$ cat config.mk
export PLATFORM = sky130hd
export DESIGN_NAME = matmul_core
export DESIGN_NICKNAME = d
export VERILOG_FILES = /design/src/rtl/matmul_core.sv
export SDC_FILE = /design/constraint.sdc
export NUM_CORES = 1
export LEC_CHECK = 0
export ABC_AREA = 1
export CORE_MARGIN = 2
export CORE_UTILIZATION = 59
export DETAILED_ROUTE_END_ITERATION = 10
export GPL_TIMING_DRIVEN = 0
export PLACE_DENSITY = 0.81
export REMOVE_ABC_BUFFERS = 1
export SYNTH_ARGS = -nofsm -noshare
export SYNTH_HDL_FRONTEND = slang
export SYNTH_SLANG_ARGS = --single-unit
$ cat constraint.sdc
create_clock -name clock -period 7.51 [get_ports clock]
set_input_delay 0.751 -clock clock [delete_from_list [all_inputs] [get_ports clock]]
set_output_delay 0.751 -clock clock [all_outputs]
set_load 0.01 [all_outputs]
$ cat src/rtl/matmul_core.sv
// rtl/matmul_core.sv - matrix-multiply engine C = A*B over a shared data memory
//
// Purpose: sequences reads of A and B, multiply-accumulates each dot product
// and writes every C element back to memory, row-major, with add-only
// address generation.
//
// Ports:
//   clock, rst_r           clock and asynchronous active-high reset
//   start                  command strobe, honoured only when idle
//   dim_x, dim_y, dim_z    matrix dimensions (A is X*Y, B is Y*Z)
//   base_a, base_b, base_c row-major base addresses of A, B and C
//   rd_en, rd_addr         memory read request; rd_data returns one cycle later
//   wr_en, wr_addr, wr_data registered C element write
//   busy, done             operation in progress / one-cycle completion pulse
//   err                    last accepted command had a zero dimension
//   ovf                    sticky accumulator saturation flag
//
// Build option: MATMUL_SATURATE_EN makes the accumulator saturate and drive
// ovf; without it the accumulator wraps and ovf is tied low.

module matmul_core #(
  parameter int DATA_W = 8,
  parameter int ACC_W  = 24,
  parameter int ADDR_W = 16,
  parameter int DIM_W  = 8
) (
  input  logic              clock,
  input  logic              rst_r,
  input  logic              start,
  input  logic [DIM_W-1:0]  dim_x,
  input  logic [DIM_W-1:0]  dim_y,
  input  logic [DIM_W-1:0]  dim_z,
  input  logic [ADDR_W-1:0] base_a,
  input  logic [ADDR_W-1:0] base_b,
  input  logic [ADDR_W-1:0] base_c,
  output logic              rd_en,
  output logic [ADDR_W-1:0] rd_addr,
  input  logic [DATA_W-1:0] rd_data,
  output logic              wr_en,
  output logic [ADDR_W-1:0] wr_addr,
  output logic [ACC_W-1:0]  wr_data,
  output logic              busy,
  output logic              done,
  output logic              err,
  output logic              ovf
);

  typedef enum logic [2:0] {IDLE, RA, RB, MAC, WR, FIN} state_t;
  state_t state_q, state_d;

  logic [DIM_W-1:0]    dim_x_q, dim_y_q, dim_z_q;
  logic [DIM_W-1:0]    i_q, j_q, k_q;
  logic [ADDR_W-1:0]   a_row_q, a_ptr_q, b_col_q, b_ptr_q, c_ptr_q, base_b_q;
  logic [DATA_W-1:0]   a_reg_q;
  logic [ACC_W-1:0]    acc_q;
  logic                err_q;
  logic                wr_en_q;
  logic [ADDR_W-1:0]   wr_addr_q;
  logic [ACC_W-1:0]    wr_data_q;

  logic                zero_dim, last_i, last_j, last_k, accept;
  logic [2*DATA_W-1:0] prod;
  logic [ACC_W-1:0]    prod_ext, acc_sum;
  logic [ADDR_W-1:0]   y_ext, z_ext;

  assign zero_dim = (dim_x == '0) || (dim_y == '0) || (dim_z == '0);
  assign accept   = (state_q == IDLE) && start;
  assign last_i   = (i_q == dim_x_q - 1'b1);
  assign last_j   = (j_q == dim_y_q - 1'b1);
  assign last_k   = (k_q == dim_z_q - 1'b1);
  assign y_ext    = ADDR_W'(dim_y_q);
  assign z_ext    = ADDR_W'(dim_z_q);

  // Full-width product, zero-extended before it meets the accumulator.
  assign prod     = {{DATA_W{1'b0}}, a_reg_q} * {{DATA_W{1'b0}}, rd_data};
  assign prod_ext = ACC_W'(prod);

`ifdef MATMUL_SATURATE_EN
  logic [ACC_W:0] sum_wide;
  logic           sat;
  logic           ovf_q;

  assign sum_wide = {1'b0, acc_q} + {1'b0, prod_ext};
  assign sat      = sum_wide[ACC_W];
  assign acc_sum  = sat ? '1 : sum_wide[ACC_W-1:0];

  always_ff @(posedge clock or posedge rst_r) begin
    if (rst_r)                        ovf_q <= 1'b0;
    else if (accept)                  ovf_q <= 1'b0;
    else if (state_q == MAC && sat)   ovf_q <= 1'b1;
  end
  assign ovf = ovf_q;
`else
  assign acc_sum = acc_q + prod_ext;
  assign ovf     = 1'b0;
`endif

  always_ff @(posedge clock or posedge rst_r) begin
    if (rst_r) state_q <= IDLE;
    else       state_q <= state_d;
  end

  always_comb begin
    state_d = state_q;
    case (state_q)
      IDLE: if (start) state_d = zero_dim ? FIN : RA;
      RA:   state_d = RB;
      RB:   state_d = MAC;
      MAC:  state_d = last_j ? WR : RA;
      WR:   state_d = (last_k && last_i) ? FIN : RA;
      FIN:  state_d = IDLE;
      default: state_d = IDLE;
    endcase
  end

  always_ff @(posedge clock or posedge rst_r) begin
    if (rst_r) begin
      dim_x_q   <= '0;
      dim_y_q   <= '0;
      dim_z_q   <= '0;
      i_q       <= '0;
      j_q       <= '0;
      k_q       <= '0;
      a_row_q   <= '0;
      a_ptr_q   <= '0;
      b_col_q   <= '0;
      b_ptr_q   <= '0;
      c_ptr_q   <= '0;
      base_b_q  <= '0;
      a_reg_q   <= '0;
      acc_q     <= '0;
      err_q     <= 1'b0;
      wr_en_q   <= 1'b0;
      wr_addr_q <= '0;
      wr_data_q <= '0;
    end else begin
      wr_en_q <= 1'b0;
      case (state_q)
        IDLE: if (start) begin
          dim_x_q  <= dim_x;
          dim_y_q  <= dim_y;
          dim_z_q  <= dim_z;
          err_q    <= zero_dim;
          i_q      <= '0;
          j_q      <= '0;
          k_q      <= '0;
          acc_q    <= '0;
          a_row_q  <= base_a;
          a_ptr_q  <= base_a;
          base_b_q <= base_b;
          b_col_q  <= base_b;
          b_ptr_q  <= base_b;
          c_ptr_q  <= base_c;
        end
        RB: a_reg_q <= rd_data;
        MAC: begin
          acc_q <= acc_sum;
          if (last_j) begin
            // Load the write port now so the WR cycle drives it from flops.
            wr_en_q   <= 1'b1;
            wr_addr_q <= c_ptr_q;
            wr_data_q <= acc_sum;
          end else begin
            j_q     <= j_q + 1'b1;
            a_ptr_q <= a_ptr_q + 1'b1;
            b_ptr_q <= b_ptr_q + z_ext;
          end
        end
        WR: begin
          c_ptr_q <= c_ptr_q + 1'b1;
          acc_q   <= '0;
          j_q     <= '0;
          if (!last_k) begin
            // Next column of B: restart the same row of A.
            k_q     <= k_q + 1'b1;
            a_ptr_q <= a_row_q;
            b_col_q <= b_col_q + 1'b1;
            b_ptr_q <= b_col_q + 1'b1;
          end else if (!last_i) begin
            i_q     <= i_q + 1'b1;
            k_q     <= '0;
            a_row_q <= a_row_q + y_ext;
            a_ptr_q <= a_row_q + y_ext;
            b_col_q <= base_b_q;
            b_ptr_q <= base_b_q;
          end
        end
        default: ;
      endcase
    end
  end

  assign rd_en   = (state_q == RA) || (state_q == RB);
  assign rd_addr = (state_q == RB) ? b_ptr_q : a_ptr_q;
  assign wr_en   = wr_en_q;
  assign wr_addr = wr_addr_q;
  assign wr_data = wr_data_q;
  assign busy    = (state_q != IDLE);
  assign done    = (state_q == FIN);
  assign err     = err_q;

endmodule

* Word level (Yosys, flattened, before mapping)
Index checks and enable logic that the tools add are counted.
** Storage, ports and cells
- Bits in registers :: 221
- Bits of input ports :: 83
- Output and inout bits :: 62
- Word-level logic and storage cells :: 98
** Operators by class
- $add $sub $neg :: 12
- Multipliers :: 1
- Equal/unequal tests :: 13
- Multiplexer cells :: 34
- Reductions and logical operators :: 19
** Operator list (count)
- $mux W16 :: 11
- $pmux W16 S2 :: 3
- $pmux W16 S3 :: 2
- $pmux W24 S3 :: 1
- $add A16 B1 Y16 const B :: 3
- $mux W8 :: 6
- $add A16 B8 Y16 :: 2
- $pmux W8 S2 :: 2
- $add A24 B16 Y24 :: 1
- $add A8 B1 Y8 const B :: 3
- $eq A8 B8 Y1 :: 3
- $logic_not A8 Y1 :: 3
- $mux W24 :: 1
- $pmux W8 S3 :: 1
- $sub A8 B1 Y8 const B :: 3
- $mul A8 B8 Y16 :: 1
- $pmux W3 S5 :: 1
- $mux W3 :: 4
- $ne A2 B2 Y1 const B :: 4
- $reduce_and A2 Y1 :: 4
- $reduce_and A4 Y1 :: 2
- $eq A3 B2 Y1 const B :: 2
- $eq A3 B3 Y1 const B :: 2
- $reduce_and A3 Y1 :: 2
- other kinds (8) :: 12

* Logic depth before layout (Yosys ltp)
- Depth after elaboration :: 6
- Depth in mapped cells :: 23
- Depth with buffers taken out :: 22

* Worst setup path after synthesis
OpenSTA, ideal clock, no wires.
- Kind :: input-to-reg
- From :: input rd_data[7]
- To :: register acc_q[18]
- Library setup time :: 126 ps
- Arrival time :: 4519 ps
- Data required time :: 7384 ps
- Setup slack :: 2865 ps
- Stages on the path :: 19
- Cells stage by stage :: clkbuf_1 -> nand2_1 -> fa_1 -> fa_1 -> inv_1 -> fa_1 -> inv_1 -> fa_1 -> inv_1 -> ha_1 -> a21oi_1 -> nor2_1 -> nor2_1 -> o21ai_0 -> nand3_1 -> nand2_1 -> xor2_1 -> nand2_1 -> o21ai_0
** Between the ends
- Cells in the longest elaborated chain, start to end :: 3
** Ends and longest elaborated chain
- from (decl) :: RTL line 38 : input logic [DATA_W-1:0] rd_data,
- $mul A8 B8 Y16 :: RTL line 75 : assign prod = {{DATA_W{1'b0}}, a_reg_q} * {{DATA_W{1'b0}}, rd_data};
- $add A24 B16 Y24 :: RTL line 94 : assign acc_sum = acc_q + prod_ext;
- $pmux W24 S3 :: RTL line 138 : case (state_q)
- to (signal assigned) :: RTL line 157 : acc_q <= acc_sum;
- to (decl) :: RTL line 55 : logic [ACC_W-1:0] acc_q;
No other way between the ends.
A chain may end at the register's enable or synchronous reset.

* Worst setup path in the final report
- From :: input rd_data[1]
- To :: register acc_q[13]
Same word-level chain as after synthesis.

==> results.md <==
* End of the worst hold path: base_b_q[1]
* Clk sinks at roughly 220
* Dpl hpwl at 31,600 µm
* GR Util met2 at between 50% and 60%
* Pre-Repair DR Iteration Count at 6
* Worst Setup Path Type: in -> reg
* Clock transition at the registers of the reported paths at 0.06 ns
* Area of the core at 0.0271 mm²
* Post-CTS resize count at 0
* Final Cycle Share at between 60% and 70%
* Worst path buffer plus inverter count at 5
* Worst-path maximum fanout at 9
* Initial antenna violation count at 0
* Largest net degree at the start of global routing at 126
* Grt total ovfl at 0
* Post CTS Setup Buffer Count at 0
* Row cnt at 60
* CP arrival at roughly 5.5 ns
* Hold depth at 2
* Synthesized area per cell at 6.98 µm²
* Vias per cell at about 5.6
* Required @ worst endpoint at 7.87 ns
* H-Tree Depth at 1
* Vias in the first global route at 15,500
* Die Y at 170 µm
* Post-synth top flop: dfrtp_1
* Fmax at between 150 and 200 MHz
* RSZ-0062 raised after global routing: false
* PortBufs at 143
* Routed WL at approximately 44,000 µm
* Clk_lat worst skew at around 0.54 ns
* Hold wc startpoint: base_b_q[1]
* Synth warnings at 0
* Via Count at 15,700
* R2r endpoint: acc_q[13]
* Distinct cells, synth at 51
* Met1 GRT Util at between 40% and 50%
* Drt initial violations at 1,341
* Critical path's slowest cell: clkdlybuf4s50_1
* Fill cell count at about 2,300
* Num CTS Buffers at 26
* Crit-path leading delay family: adder cells
* Area Overhead vs Synth at 15.4%
* Max-cap violations at 0
* Final hold vios at 0
* Slew @ Worst Pin at 1.27 ns
* Syn Std Cell Area at 0.0163 mm²
* Commonest non-fill, non-tap cells in the layout: 865 x nand2_1, 315 x inv_1, 221 x dfrtp_1
* Num ports at 145
* Setup violators final at 0
* Worst Setup End Kind: flip-flop
* Multi-input gate area at 0.00918 mm²
* Layout cells sized above 1 at 4.21%
* Layout Skew at 0.0166 ns
* Synth Instances at 2,343
* Path depth of the worst reg2reg path at 16
* Hold_buf cts at 0
* Final #Nets at 2,630
* Status: finished, final reports clean
* Max Slew Vio Count at 0
* Avg WL per Cell at 15.7 µm
* Initial Utilization at 60.3%
* Commonest non-fill, non-tap cell in the layout: nand2_1
* GR peak layer: met2
* FF/Latch Area at 0.00553 mm²
* First-pass GRT wire length at around 74,000 µm
* Die width at 170 µm
* RePlAce Congestion at 0.918
* Clk root buf: clkbuf_16
* Ys async rst share at between 90% and 100%
* Reg2reg start: a_reg_q[5]
* Post-synthesis register bit count at 221
* Critical Path Start Type: input pin
* Routed Antenna Nets at 0
* Area of the die at 0.0291 mm²
* Final core occ at 69.6%
* Global Route Usage Sum at 31.4%
* Hold Path Class: reg -> reg
* CTS tree: done
* CTS Buffer Depth at 3
* DRC viols at 0
* Reg-to-reg slack, setup at between 2 and 3 ns
* Rel. slew slack at 15.5%
* Register area share after synthesis at 33.8%
* CP Cell Sequence: clkdlybuf4s50_1 > nand2_1 > fa_1 > inv_1 > fa_1 > inv_1 > fa_1 > fa_1 > inv_1 > ha_1 > o21ai_0 > nor2_1 > inv_1 > nand2_1 > a21oi_1 > xor2_1 > o22ai_1
* Period minus WS final at 5.09 ns
* Global Route met3 Usage at 4.19%
* Post-synth EDFFs at 0
* Slowest cell delay on critical path at 0.69 ns
-- cell usage after synthesis, types with 3 or more instances --
library cell  count  area (µm²)
mux2_2           12         135
nand3_2           3        30.0
xnor2_1          20         175
a21o_1            4        30.0
nor2_1          132         495
buf_2            24         120
buf_6             3        33.8
clkbuf_1         51         191
buf_4             8        60.1
inv_2             8        30.0
o211ai_1          4        30.0
nand3_1         172         861
a31oi_1           4        25.0
nor2_2            5        31.3
inv_1           316        1190
o22ai_1          15        93.8
fa_1             52        1040
o21bai_1          3        22.5
nand3b_1         10        75.1
nor3b_1           5        37.5
a21oi_1          52         260
nand4_1          47         294
nor4_1            6        37.5
nand2_1         865        3250
or2_2             5        31.3
ha_1             66         826
xor2_1           42         368
nor3_1           21         105
nand2_2           6        37.5
o21ai_0         128         641
a221oi_1          3        26.3
buf_1             3        11.3
nor2_4            4        45.0
dfrtp_1         221        5530
-- through the flow --
step | cells | setup WS, ns | area (µm²) | setup TNS, ns | hold WS (ns)
finish | 2821 | 2.42 | 18900 | 0 | 0.474
global route | 2820 | 2.15 | 18900 | 0 | 0.491
CTS | 2820 | 2.44 | 18900 | 0 | 0.476
detailed placement | 2773 | 1.94 | 18000 | 0 | 0.461
global placement | 2767 | -2.44 | 17800 | -533.21 | 0.455
floorplan | 2252 | 0.710 | 15900 | 0 | 0.442
-- worst max-delay path by stage --
stage | end | cells past startpoint | from
detailed placement | acc_q[13] | 17 | rd_data[1]
CTS | acc_q[13] | 17 | rd_data[1]
global route | acc_q[20] | 21 | rd_data[7]
finish | acc_q[13] | 17 | rd_data[1]
global placement | base_b_q[3] | 2 | rst_r
floorplan | a_ptr_q[0] | 1 | rst_r
-- logic make-up (layout without fill, tap and decap cells) --
| group | after synthesis | count (layout) | synth area share [%] |
|---|---|---|---|
| flip-flops | 221 | 221 | 33.8 |
| buffers and inverters | 418 | 523 | 10.1 |
| multiplexers | 12 | 12 | 0.827 |
| adder cells (fa/ha/maj) | 118 | 118 | 11.4 |
| other | 1 | 2 | 0.0229 |
| AO/OA/AOI/OAI | 225 | 225 | 7.50 |
| XOR/XNOR | 63 | 63 | 3.46 |
| AND/OR/NAND/NOR | 1285 | 1285 | 32.8 |
-- area by class of cell --
class                   count  area share, %
clock buffers              39           4.35
multi-input cells        1704           48.7
well taps                 372           2.47
repair buffers            149           8.24
inverters                 327           6.56
diodes                      1         0.0133
clock inverters             8          0.391
flip-flops and latches    221           29.3
-- layer usage --
layer  up-vias  part of all wire (%)
met2       577                    48
met1      7488                    42
met4         0                   3.5
met5         -                     0
met3       121                   6.3
li1       7526                     -
-- worst min-delay path, cell delays in order, from the launching register on --
cell     delay, ns
dfrtp_1       0.34
nand2_1       0.05
nand2_1       0.05
-- state kept, by name, summed over array words and instances (netlist names) --
| register | flops |
|---|---|
| wr_addr | 16 |
| i_q | 8 |
| state_q | 3 |
| k_q | 8 |
| dim_y_q | 8 |
| j_q | 8 |
| acc_q | 24 |
| a_row_q | 16 |
| wr_en | 1 |
| wr_data | 24 |
| b_col_q | 16 |
| err | 1 |
| dim_z_q | 8 |
| base_b_q | 16 |
| c_ptr_q | 16 |
| a_ptr_q | 16 |
| a_reg_q | 8 |
| dim_x_q | 8 |
| b_ptr_q | 16 |
Power is left out: the tool's default activity adds up to more than one toggle a clock period on the data nets, which glitch-free logic cannot reach.
